==> config.mk <==
export PLATFORM = sky130hd
export DESIGN_NAME = lcd_bus_responder
export DESIGN_NICKNAME = d
export VERILOG_FILES = /design/src/rtl/lcd_bus_responder.sv
export SDC_FILE = /design/constraint.sdc
export NUM_CORES = 1
export LEC_CHECK = 0
export ABC_AREA = 0
export CORE_MARGIN = 3
export CORE_UTILIZATION = 35
export CTS_CLUSTER_SIZE = 14
export DETAILED_ROUTE_END_ITERATION = 16
export PLACE_DENSITY = 0.51
export SYNTH_ARGS = -nofsm -noshare
export SYNTH_HDL_FRONTEND = slang
export SYNTH_SLANG_ARGS = --single-unit
==> constraint.sdc <==
create_clock -name i_clk -period 11.3 [get_ports i_clk]
set_input_delay 2.26 -clock i_clk [delete_from_list [all_inputs] [get_ports i_clk]]
set_output_delay 2.26 -clock i_clk [all_outputs]
set_load 0.05 [all_outputs]
==> src/rtl/lcd_bus_responder.sv <==
// rtl/lcd_bus_responder.sv - HD44780-style character LCD bus responder with 2x16 DDRAM buffer
// Optional busy model (busy counter, write dropping, ovr_err): define LCD_BUSY_MODEL_EN.
module lcd_bus_responder #(
  parameter int BUSY_CYCLES       = 40,
  parameter int CLEAR_BUSY_CYCLES = 1600
) (
  input  logic       i_clk,
  input  logic       i_rst,
  input  logic       i_lcd_e,
  input  logic       i_lcd_rs,
  input  logic       i_lcd_rw,
  input  logic [7:0] i_lcd_data,
  output logic [7:0] o_lcd_dout,
  output logic       o_lcd_doe,
  input  logic [4:0] i_rd_addr,
  output logic [7:0] o_rd_char,
  output logic       o_busy,
  output logic       o_disp_on,
  output logic       o_ovr_err
);

  logic       r_e_d, r_rs_d, r_rw_d;
  logic [7:0] r_data_d;
  logic [7:0] r_ddram [32];
  logic [4:0] r_ac;
  logic       r_id, r_disp_on, r_doe;
  logic [7:0] r_dout, r_rd_char;

  logic       w_strobe, w_wr, w_rd, w_busy, w_accept, w_clear, w_long;
  logic [4:0] w_ac_next, w_ac_step;
  logic       w_id_next, w_disp_next;
  logic [7:0] w_status;

  assign w_strobe  = r_e_d & ~i_lcd_e;
  assign w_wr      = w_strobe & ~r_rw_d;
  assign w_rd      = w_strobe & r_rw_d;
  assign w_accept  = w_wr & ~w_busy;
  // The 5-bit index wraps line 1 end into line 2 start and vice versa, so plain +/-1 suffices.
  assign w_ac_step = r_id ? r_ac + 5'd1 : r_ac - 5'd1;
  assign w_status  = {w_busy, r_ac[4], 2'b00, r_ac[3:0]};

  always_comb begin
    w_ac_next   = r_ac;
    w_id_next   = r_id;
    w_disp_next = r_disp_on;
    w_clear     = 1'b0;
    w_long      = 1'b0;
    if ((w_accept || w_rd) && r_rs_d) begin
      w_ac_next = w_ac_step;
    end else if (w_accept) begin
      casez (r_data_d)
        8'b1???????: w_ac_next = {r_data_d[6], r_data_d[3:0]};
        8'b01??????, 8'b001?????: begin end
        8'b0001????: begin
          if (!r_data_d[3]) w_ac_next = r_data_d[2] ? r_ac + 5'd1 : r_ac - 5'd1;
        end
        8'b00001???: w_disp_next = r_data_d[2];
        8'b000001??: w_id_next = r_data_d[1];
        8'b0000001?: begin
          w_ac_next = '0;
          w_long    = 1'b1;
        end
        8'b00000001: begin
          w_ac_next = '0;
          w_id_next = 1'b1;
          w_clear   = 1'b1;
          w_long    = 1'b1;
        end
        default: begin end
      endcase
    end
  end

  always_ff @(posedge i_clk or posedge i_rst) begin
    if (i_rst) begin
      r_e_d     <= 1'b0;
      r_rs_d    <= 1'b0;
      r_rw_d    <= 1'b0;
      r_data_d  <= 8'h00;
      r_ac      <= 5'd0;
      r_id      <= 1'b1;
      r_disp_on <= 1'b0;
    end else begin
      r_e_d     <= i_lcd_e;
      r_rs_d    <= i_lcd_rs;
      r_rw_d    <= i_lcd_rw;
      r_data_d  <= i_lcd_data;
      r_ac      <= w_ac_next;
      r_id      <= w_id_next;
      r_disp_on <= w_disp_next;
    end
  end

  always_ff @(posedge i_clk or posedge i_rst) begin
    if (i_rst) begin
      for (int i = 0; i < 32; i++) r_ddram[i] <= 8'h20;
    end else if (w_clear) begin
      for (int i = 0; i < 32; i++) r_ddram[i] <= 8'h20;
    end else if (w_accept && r_rs_d) begin
      r_ddram[r_ac] <= r_data_d;
    end
  end

  always_ff @(posedge i_clk or posedge i_rst) begin
    if (i_rst) begin
      r_rd_char <= 8'h20;
    end else begin
      r_rd_char <= r_ddram[i_rd_addr];
    end
  end

  // Read data is captured once per enable pulse and held after the pulse ends.
  always_ff @(posedge i_clk or posedge i_rst) begin
    if (i_rst) begin
      r_dout <= 8'h00;
      r_doe  <= 1'b0;
    end else if (r_e_d && r_rw_d && !r_doe) begin
      r_doe  <= 1'b1;
      r_dout <= r_rs_d ? r_ddram[r_ac] : w_status;
    end else if (!r_e_d) begin
      r_doe  <= 1'b0;
    end
  end

`ifdef LCD_BUSY_MODEL_EN
  localparam int MAX_BUSY = (CLEAR_BUSY_CYCLES > BUSY_CYCLES) ? CLEAR_BUSY_CYCLES : BUSY_CYCLES;
  localparam int CW       = $clog2(MAX_BUSY + 1);

  logic [CW-1:0] r_busy_cnt;
  logic          r_ovr_err;

  always_ff @(posedge i_clk or posedge i_rst) begin
    if (i_rst) begin
      r_busy_cnt <= '0;
      r_ovr_err  <= 1'b0;
    end else begin
      if (w_accept) begin
        r_busy_cnt <= w_long ? CW'(CLEAR_BUSY_CYCLES) : CW'(BUSY_CYCLES);
      end else if (r_busy_cnt != '0) begin
        r_busy_cnt <= r_busy_cnt - CW'(1);
      end
      if (w_wr && w_busy) r_ovr_err <= 1'b1;
    end
  end

  assign w_busy    = (r_busy_cnt != '0);
  assign o_ovr_err = r_ovr_err;
`else
  logic w_unused_busy;
  assign w_unused_busy = w_long ^ (BUSY_CYCLES != CLEAR_BUSY_CYCLES);
  assign w_busy        = 1'b0;
  assign o_ovr_err     = 1'b0;
`endif

  assign o_busy     = w_busy;
  assign o_disp_on  = r_disp_on;
  assign o_lcd_dout = r_dout;
  assign o_lcd_doe  = r_doe;
  assign o_rd_char  = r_rd_char;

endmodule

Yosys cells after proc, flatten, opt, wreduce, memory -nomap -nowiden
Cells that the tools add are included.
{"block": "word_totals", "ff_bits": 291, "input_bits": 18, "elab_cells": 101}
{"block": "classes", "addsub": 2, "n_lt_le_gt_ge": 3, "n_eq_ne": 7, "n_mux": 24, "bitwise_logic": 8, "n_reduce_logical": 15}
{"op": "256-bit 2-to-1 mux", "n": 2}
{"op": "256-bit bitwise mux", "n": 1}
{"op": "8-bit binary-select mux with 5-bit select", "n": 2}
{"op": "8-bit 2-to-1 mux", "n": 6}
{"op": "8-bit demux with 5-bit select", "n": 1}
{"op": "5-bit 2-to-1 mux", "n": 5}
{"op": "5-bit one-hot mux with 3 select lines", "n": 1}
{"op": "6-bit greater-or-equal comparator, second input constant", "n": 2}
{"op": "5-bit inverter with 6-bit output", "n": 2}
{"op": "3-bit AND reduction", "n": 3}
{"op": "8-bit by 1-bit equality test with 1-bit output, second input constant", "n": 1}
{"op": "7-bit by 1-bit equality test with 1-bit output, second input constant", "n": 1}
{"op": "6-bit by 1-bit equality test with 1-bit output, second input constant", "n": 1}
{"op": "6-bit by 1-bit < comparator with 1-bit output, second input constant", "n": 1}
{"op": "2-bit nonzero test", "n": 3}
{"op": "5-bit by 1-bit adder with 5-bit output, second input constant", "n": 1}
{"op": "5-bit by 1-bit equality test with 1-bit output, second input constant", "n": 1}
{"op": "1-bit logical AND", "n": 5}
{"op": "1-bit 2-to-1 mux", "n": 5}
{"op": "5-bit by 1-bit subtractor with 5-bit output, second input constant", "n": 1}
{"op": "4-bit by 1-bit equality test with 1-bit output, second input constant", "n": 1}
{"op": "4-bit nonzero test", "n": 1}
{"op": "1-bit bitwise AND", "n": 3}
{"op": "3-bit inequality test, second input constant", "n": 1}
{"op": "6 further kinds", "n": 8}

Longest topological paths before layout
Gate-level depths: netlist of run 1.
{"block": "depth", "word_depth": 8, "mapped_depth": 11, "ltp_nobuf": 7}

Worst setup path after synthesis of run 1
OpenSTA, ideal clock, no wires.
{"block": "synth_timing", "kind": "input-to-reg", "start": "in i_rd_addr[0]", "end": "reg r_rd_char[0] (netlist: o_rd_char[0])", "setup_time_ps": 142, "arrival_time_ps": 3526, "slack_ps": 7632, "cell_stages": 6, "n_path_buf": 3, "cell_sequence": "buf_4 > buf_6 > buf_4 > mux4_2 > mux2i_1 > a221oi_1"}
{"block": "synth_between", "elab_chain_cells": 4}
{"element": "start, declared", "line": "15", "rtl": "input logic [4:0] i_rd_addr,"}
{"element": "5-bit inverter with 6-bit output (not written as such)", "line": "108", "rtl": "r_rd_char <= r_ddram[i_rd_addr];"}
{"element": "8-bit binary-select mux with 5-bit select", "line": "108"}
{"element": "8-bit 2-to-1 mux (not written as such) (2 in a row)", "line": "108"}
{"element": "end signal, assigned", "line": "108"}
{"element": "end, declared", "line": "27", "rtl": "logic [7:0] r_dout, r_rd_char;"}
Every way passes these cells. The select of a mux whose other input is x is not followed.
A chain may end at the register's enable or synchronous reset.

Worst setup path after layout of run 1
{"block": "layout_timing", "start": "in i_lcd_e", "end": "reg r_ddram[167] (netlist name)"}
{"block": "layout_between", "elab_chain_cells": 7, "word_cells_on_any_way": 11, "classes_between": "mux: 3; bitwise: 4; reduce/logical: 4"}
{"element": "start, declared", "line": "9", "rtl": "input logic i_lcd_e,"}
{"element": "1-bit inverter (*)", "line": "34", "rtl": "assign w_strobe = r_e_d & ~i_lcd_e;"}
{"element": "1-bit bitwise AND (*)", "line": "34"}
{"element": "1-bit bitwise AND, on equally long branches", "line": "35, 36"}
{"element": "1-bit logical OR", "line": "48", "rtl": "if ((w_accept || w_rd) && r_rs_d) begin"}
{"element": "1-bit logical AND", "line": "48"}
{"element": "1-bit 2-to-1 mux", "line": "48"}
{"element": "256-bit 2-to-1 mux / 2-bit nonzero test (equally long branches)"}
{"element": "end signal, assigned by index", "line": "100", "rtl": "r_ddram[r_ac] <= r_data_d;"}
{"element": "end, declared", "line": "24", "rtl": "logic [7:0] r_ddram [32];"}
Mark *: on every way between the ends. The rest lies on a longest branch, timed or not.

==> metrics.yaml, run 1 <==
outcome:
  status: "complete, no violations"
global_routing:
  grt_pass1_wl_um: 83300
  grt_max_degree: 176
  antenna_found_initial: 0
  grt.total_usage_pct: 22.0
  grt_pass1_vias: 12200
  grt-ovfl-total: 0
critical_path:
  critPathArrivalTime_ps: 5640
  cp-start-kind: "primary input"
  crit_chain: "clkdlybuf4s50_1 -> nor3b_4 -> nand3_1 -> nor4_4 -> buf_4 -> buf_4 -> nor2_1"
  regToRegSetupSlack_ps: 7550
  reg2reg_from: "r_data_d[7]"
  path_class: "in2reg"
  path_max_fanout: 103
  slowest_delay_ps: 930
  r2r.worst_path.cells: 7
  required_ps: 11670
  end_kind: "flip-flop"
  cpMostUsedCell: "buf_4"
  reg2reg_to: "r_ddram[167]"
  slowest_stage: "buf_4"
floorplanning:
  dieArea_um2: 49600
  core_area_um2: 45900
  initial_core_util_pct: 35.8
  die_w_um: 223
  ios: 38
  rows: 78
  die_h_um: 223
timing:
  worstMarginPinSlew_ps: 1200
  setup_tns_ps: 0
  rsz0062_at_grt: "false"
  whs_ps: 493
  slew_viol_final: 0
  timing.fmax_mhz: 190
  min_period_over_period_pct: 46.6
  setup_viol: 0
  period_needed_ps: 5270
  slew_headroom_pct: 19.8
  hold_violations: 0
  clock_skew_ps: 11.6
routing:
  drt_wl_total_um: 55100
  antenna_left: 0
  avgRoutedWirePerCell_um: 26.8
  drt_iter0_drc: 1289
  wl_met3_um: 3670
  via_per_inst: 6.00
  drt-pass1-iter-count: 5
  drc: 0
  vias: 12300
  met2_length_um: 24400
  wl_met1_um: 25700
  top_layer_used: "met4"
pwr:
  p_int_mw: 2.20
  pwr-share-comb_pct: 24.3
  sequentialPowerShare_pct: 41.7
  vdd_drop_max_v: 0.000146
  clkPwrFrac_pct: 34.1
  p_leak_nw: 8.79
  swShare_pct: 33.0
  p_per_area_nw_per_um2: 182
  p_sw_mw: 1.08
finish:
  fin_cells: 2054
  utilization_pct: 39.4
  nets: 1451
  multi_input_area_um2: 8320
  drive_above_1_share_pct: 17.1
  regArea_um2: 7330
  layout_common_cells: "dfrtp_1 (254), mux2i_1 (236), nor2_1 (153)"
  final_common_cell: "dfrtp_1"
  antenna_cells: 0
  area_growth_pct: 10.2
  fillers: 4447
placed_design:
  dp_hpwl_um: 33600
  routabilityCongestion: 0.825
  io_buffer_count: 35
  place_inst: 1990
flow_run:
  maxCapViolations: 0
synth:
  ys_types: 68
  yosysSeqAreaShare_pct: 44.6
  yosys_warnings: 0
  netlist_area_um2: 16400
  syn_inst: 1471
  avgSynthCellArea_um2: 11.2
  synthArstFlopShare_pct: 100
  ys.flop_type: "dfrtp_1"
  synth_edf_count: 0
  synth-seq-cells: 291
clock_tree:
  clockRootBuffer: "clkbuf_16"
  clock_path_buffers: 3
  cts.sinks: 291
  ctsHtreeMaxLevel: 2
  cts_tree: "yes"
  numCtsBuffers: 36
  cts.hold.buffers_added: 0
  clock_latency_ps: 540
  ctsResizeCount: 0
  cts_setup_buffers: 0
  clkTransAtPathRegs_ps: 50
hold_path:
  hold_start: "r_ddram[69]"
  hold_path_depth: 2
  min_to: "r_ddram[69]"
  min_path_type: "reg2reg"
registers in the layout (all words and copies together) (netlist names):
name / count
o_lcd_dout: 8
o_lcd_doe: 1
r_e_d: 1
o_rd_char: 8
r_rs_d: 1
o_disp_on: 1
r_ac: 5
r_id: 1
r_rw_d: 1
r_ddram: 256
r_data_d: 8
routing by layer:
metal,GRT usage [%],vias up
met5,0,-
met4,6.05,0
met3,3.80,81
met2,32.4,471
met1,33.5,6450
li1,-,5329
per-stage QoR:
| step | power [mW] | worst slack [ps] | cell area (µm²) |
|---|---|---|---|
| detailed placement | 2.17 | 5510 | 17000 |
| CTS | 3.31 | 6080 | 18100 |
| finish | 3.29 | 6030 | 18100 |
| floorplan | 1.94 | 1060 | 16400 |
| global route | 3.43 | 5800 | 18100 |
| global placement | 2.16 | 5570 | 17000 |
worst max-delay path: cells and delay by family:
family / cells / cell delay [ps]
buffers and inverters: 3 / 2330
and+or+nand+nor: 4 / 920
power groups by stage:
stage / sequential, mW / combinational (mW) / clock, mW
after floorplan: 1.32 / 0.618 / 0
after global placement: 1.37 / 0.787 / 0
after detailed placement: 1.38 / 0.791 / 0
after CTS: 1.37 / 0.794 / 1.15
after global routing: 1.39 / 0.856 / 1.19
final: 1.37 / 0.798 / 1.12
worst max path at each step:
stage,to,from,slack (ps)
finish,r_ddram[167],i_lcd_e,6030
global placement,r_ddram[233],i_lcd_e,5570
detailed placement,r_ddram[167],i_lcd_e,5510
global route,r_ddram[250],i_lcd_e,5800
CTS,r_ddram[167],i_lcd_e,6080
floorplan,o_disp_on,i_rst,1060
cells in the mapped netlist, drive strengths merged, types with 4 or more instances:
| cell | n | area share [%] |
|---|---|---|
| a31oi | 4 | 0.15 |
| o22ai | 23 | 0.88 |
| a32o | 31 | 1.9 |
| and3 | 10 | 0.38 |
| mux4 | 95 | 13 |
| a22o | 8 | 0.43 |
| a21oi | 102 | 3.1 |
| nor3 | 7 | 0.24 |
| nand4b | 4 | 0.25 |
| a22oi | 8 | 0.37 |
| dfstp | 34 | 5.4 |
| o21ai | 15 | 0.46 |
| a211oi | 4 | 0.18 |
| a221oi | 9 | 0.52 |
| a211o | 5 | 0.27 |
| nand3 | 91 | 2.8 |
| nand4 | 7 | 0.27 |
| buf | 99 | 3.7 |
| a32oi | 5 | 0.27 |
| nor2 | 157 | 3.7 |
| clkbuf | 43 | 0.99 |
| nand2 | 150 | 3.7 |
| nand2b | 5 | 0.19 |
| inv | 6 | 0.14 |
| mux2i | 236 | 14 |
| dfrtp | 257 | 39 |
| or2 | 5 | 0.19 |
| ha | 5 | 0.38 |
cell families after synthesis:
kind of cell | after synthesis | share of synthesized area [%]
other | 1 | 0.0228
and+or+nand+nor | 459 | 13.0
adders and majority gates | 5 | 0.381
buffers and inverters | 149 | 4.87
DFF | 291 | 44.6
xor gates and xnor gates | 2 | 0.107
AOI/OAI and AO/OA | 231 | 9.44
muxes | 333 | 27.6
layout make-up:
cell class / instances / area share, %
multi-input combinational: 1032 / 46.0
sequential: 291 / 40.5
clock buffer: 59 / 5.91
tap: 600 / 4.15
timing repair buffer: 60 / 2.99
clock inverter: 5 / 0.290
inverter: 7 / 0.187
No activity file was read; power rests on OpenSTA's default activity.
==> run 2: changes to the inputs <==
--- a/config.mk
+++ b/config.mk
@@ -10,7 +10,7 @@
 export CORE_UTILIZATION = 35
 export CTS_CLUSTER_SIZE = 14
 export DETAILED_ROUTE_END_ITERATION = 16
-export PLACE_DENSITY = 0.51
+export PLACE_DENSITY = 0.53
 export SYNTH_ARGS = -nofsm -noshare
 export SYNTH_HDL_FRONTEND = slang
 export SYNTH_SLANG_ARGS = --single-unit
==> constraint.sdc (replaced) <==
create_clock -name i_clk -period 4.41 [get_ports i_clk]
set_input_delay 0.882 -clock i_clk [delete_from_list [all_inputs] [get_ports i_clk]]
set_output_delay 0.882 -clock i_clk [all_outputs]
set_load 0.05 [all_outputs]
==> metrics.yaml, run 2 (same netlist as run 1, synthesis figures left out) <==
finish:
  final_common_cell: "dfrtp_1"
  drive_above_1_share_pct: 18.2
  nets: 1471
  area_growth_pct: 11.4
  layout_common_cells: "dfrtp_1 (254), mux2i_1 (236), nor2_1 (153)"
  regMostFlops: "r_ddram"
  fillers: 4434
  antenna_cells: 0
  largest_reg_flops: 256
outcome:
  status: "complete, no violations"
clock_tree:
  cts_setup_buffers: 0
  ctsResizeCount: 0
  cts.hold.buffers_added: 0
  clock_latency_ps: 550
  numCtsBuffers: 35
  cts_tree: "yes"
  clockRootBuffer: "clkbuf_16"
  clock_path_buffers: 3
  clkTransAtPathRegs_ps: 60
  ctsHtreeMaxLevel: 2
  cts.sinks: 291
routing:
  drc: 0
  antenna_left: 0
  vias: 12400
  drt-pass1-iter-count: 6
  avgRoutedWirePerCell_um: 26.2
  via_per_inst: 6.00
  drt_wl_total_um: 54400
  drt_iter0_drc: 1313
critical_path:
  path_max_fanout: 21
  reg2reg_to: "o_lcd_dout[3]"
  path_class: "reg2reg"
  critPathArrivalTime_ps: 3610
  reg2reg_from: "r_ac[4]"
  required_ps: 4890
  regToRegSetupSlack_ps: 1280
  end_kind: "flip-flop"
  cp-start-kind: "flip-flop"
  cp-startpoint: "r_ac[4]"
  r2r.worst_path.cells: 6
  endpoint: "o_lcd_dout[3]"
floorplanning:
  initial_core_util_pct: 35.8
  die_w_um: 223
  ios: 38
  dieArea_um2: 49600
  core_area_um2: 45900
  rows: 78
  die_h_um: 223
timing:
  slew_headroom_pct: 30.0
  slew_viol_final: 0
  setup_viol: 0
  whs_ps: 490
  rsz0062_at_grt: "false"
  worstMarginPinSlew_ps: 1050
  min_period_over_period_pct: 71.0
  period_needed_ps: 3130
  hold_violations: 0
  timing.fmax_mhz: 319
  clock_skew_ps: 25.5
global_routing:
  antenna_found_initial: 0
  grt-ovfl-total: 0
  grt.total_usage_pct: 21.8
  gr-usage-met3_pct: 3.75
  grt_pass1_vias: 12100
  grtUsageMet2_pct: 33.2
  grt-busiest-layer: "met2"
  grt_pass1_wl_um: 82400
  grt_max_degree: 103
  met1_usage_pct: 31.8
flow_run:
  maxCapViolations: 0
placed_design:
  io_buffer_count: 35
  routabilityCongestion: 0.836
  dp_hpwl_um: 35400
pwr:
  power_mw: 8.36
  p_leak_nw: 8.89
  p_per_area_nw_per_um2: 457
  vdd_drop_max_v: 0.000295
hold_path:
  min_path_type: "reg2reg"
run 2: layout make-up:
class | instances | area [µm²] | share of cell area, %
clock buffer | 58 | 1040 | 5.70
clock inverter | 4 | 26.3 | 0.144
inverter | 7 | 30.0 | 0.164
multi-input combinational | 1032 | 8320 | 45.5
sequential | 291 | 7330 | 40.1
tap | 600 | 751 | 4.10
timing repair buffer | 81 | 798 | 4.36
run 2: metrics by stage:
stage | worst slack [ps] | util [%] | setup TNS, ps | cell area, µm² | cells
floorplan | -305 | - | -78490 | 16400 | 1472
global placement | 1280 | 37.6 | 0 | 17200 | 2011
detailed placement | 1270 | 37.6 | 0 | 17200 | 2011
CTS | 1330 | 39.9 | 0 | 18300 | 2073
global route | 1150 | 39.9 | 0 | 18300 | 2073
finish | 1280 | 39.9 | 0 | 18300 | 2073
run 2: layer usage:
layer / vias to the layer above / routed length, µm
li1: 5374 / -
met1: 6546 / 24400
met3: 79 / 3740
met4: 0 / 1480
met5: - / 0
met2: 440 / 24800
run 2: worst max-delay path: stages, from the launching register on:
cell     delay (ps)
dfrtp_1        1030
inv_1           390
nor2_2          630
buf_4           330
a22oi_1         280
nand4_1         200
o311a_1         170
run 2: worst min path at each step:
stage	from	to	slack, ps	cells after the start
floorplan	r_ddram[85]	r_ddram[85]	470	2
global placement	r_ddram[93]	r_ddram[93]	480	2
detailed placement	r_ddram[93]	r_ddram[93]	480	2
CTS	r_ddram[93]	r_ddram[93]	490	2
global route	r_ddram[69]	r_ddram[69]	510	2
finish	r_ddram[93]	r_ddram[93]	490	2
run 2: report_power, final:
group | internal [mW] | total [mW] | switching [mW]
logic | 0.894 | 2.09 | 1.19
registers | 3.08 | 3.50 | 0.424
clock network | 1.61 | 2.77 | 1.16
total | 5.58 | 8.36 | 2.78
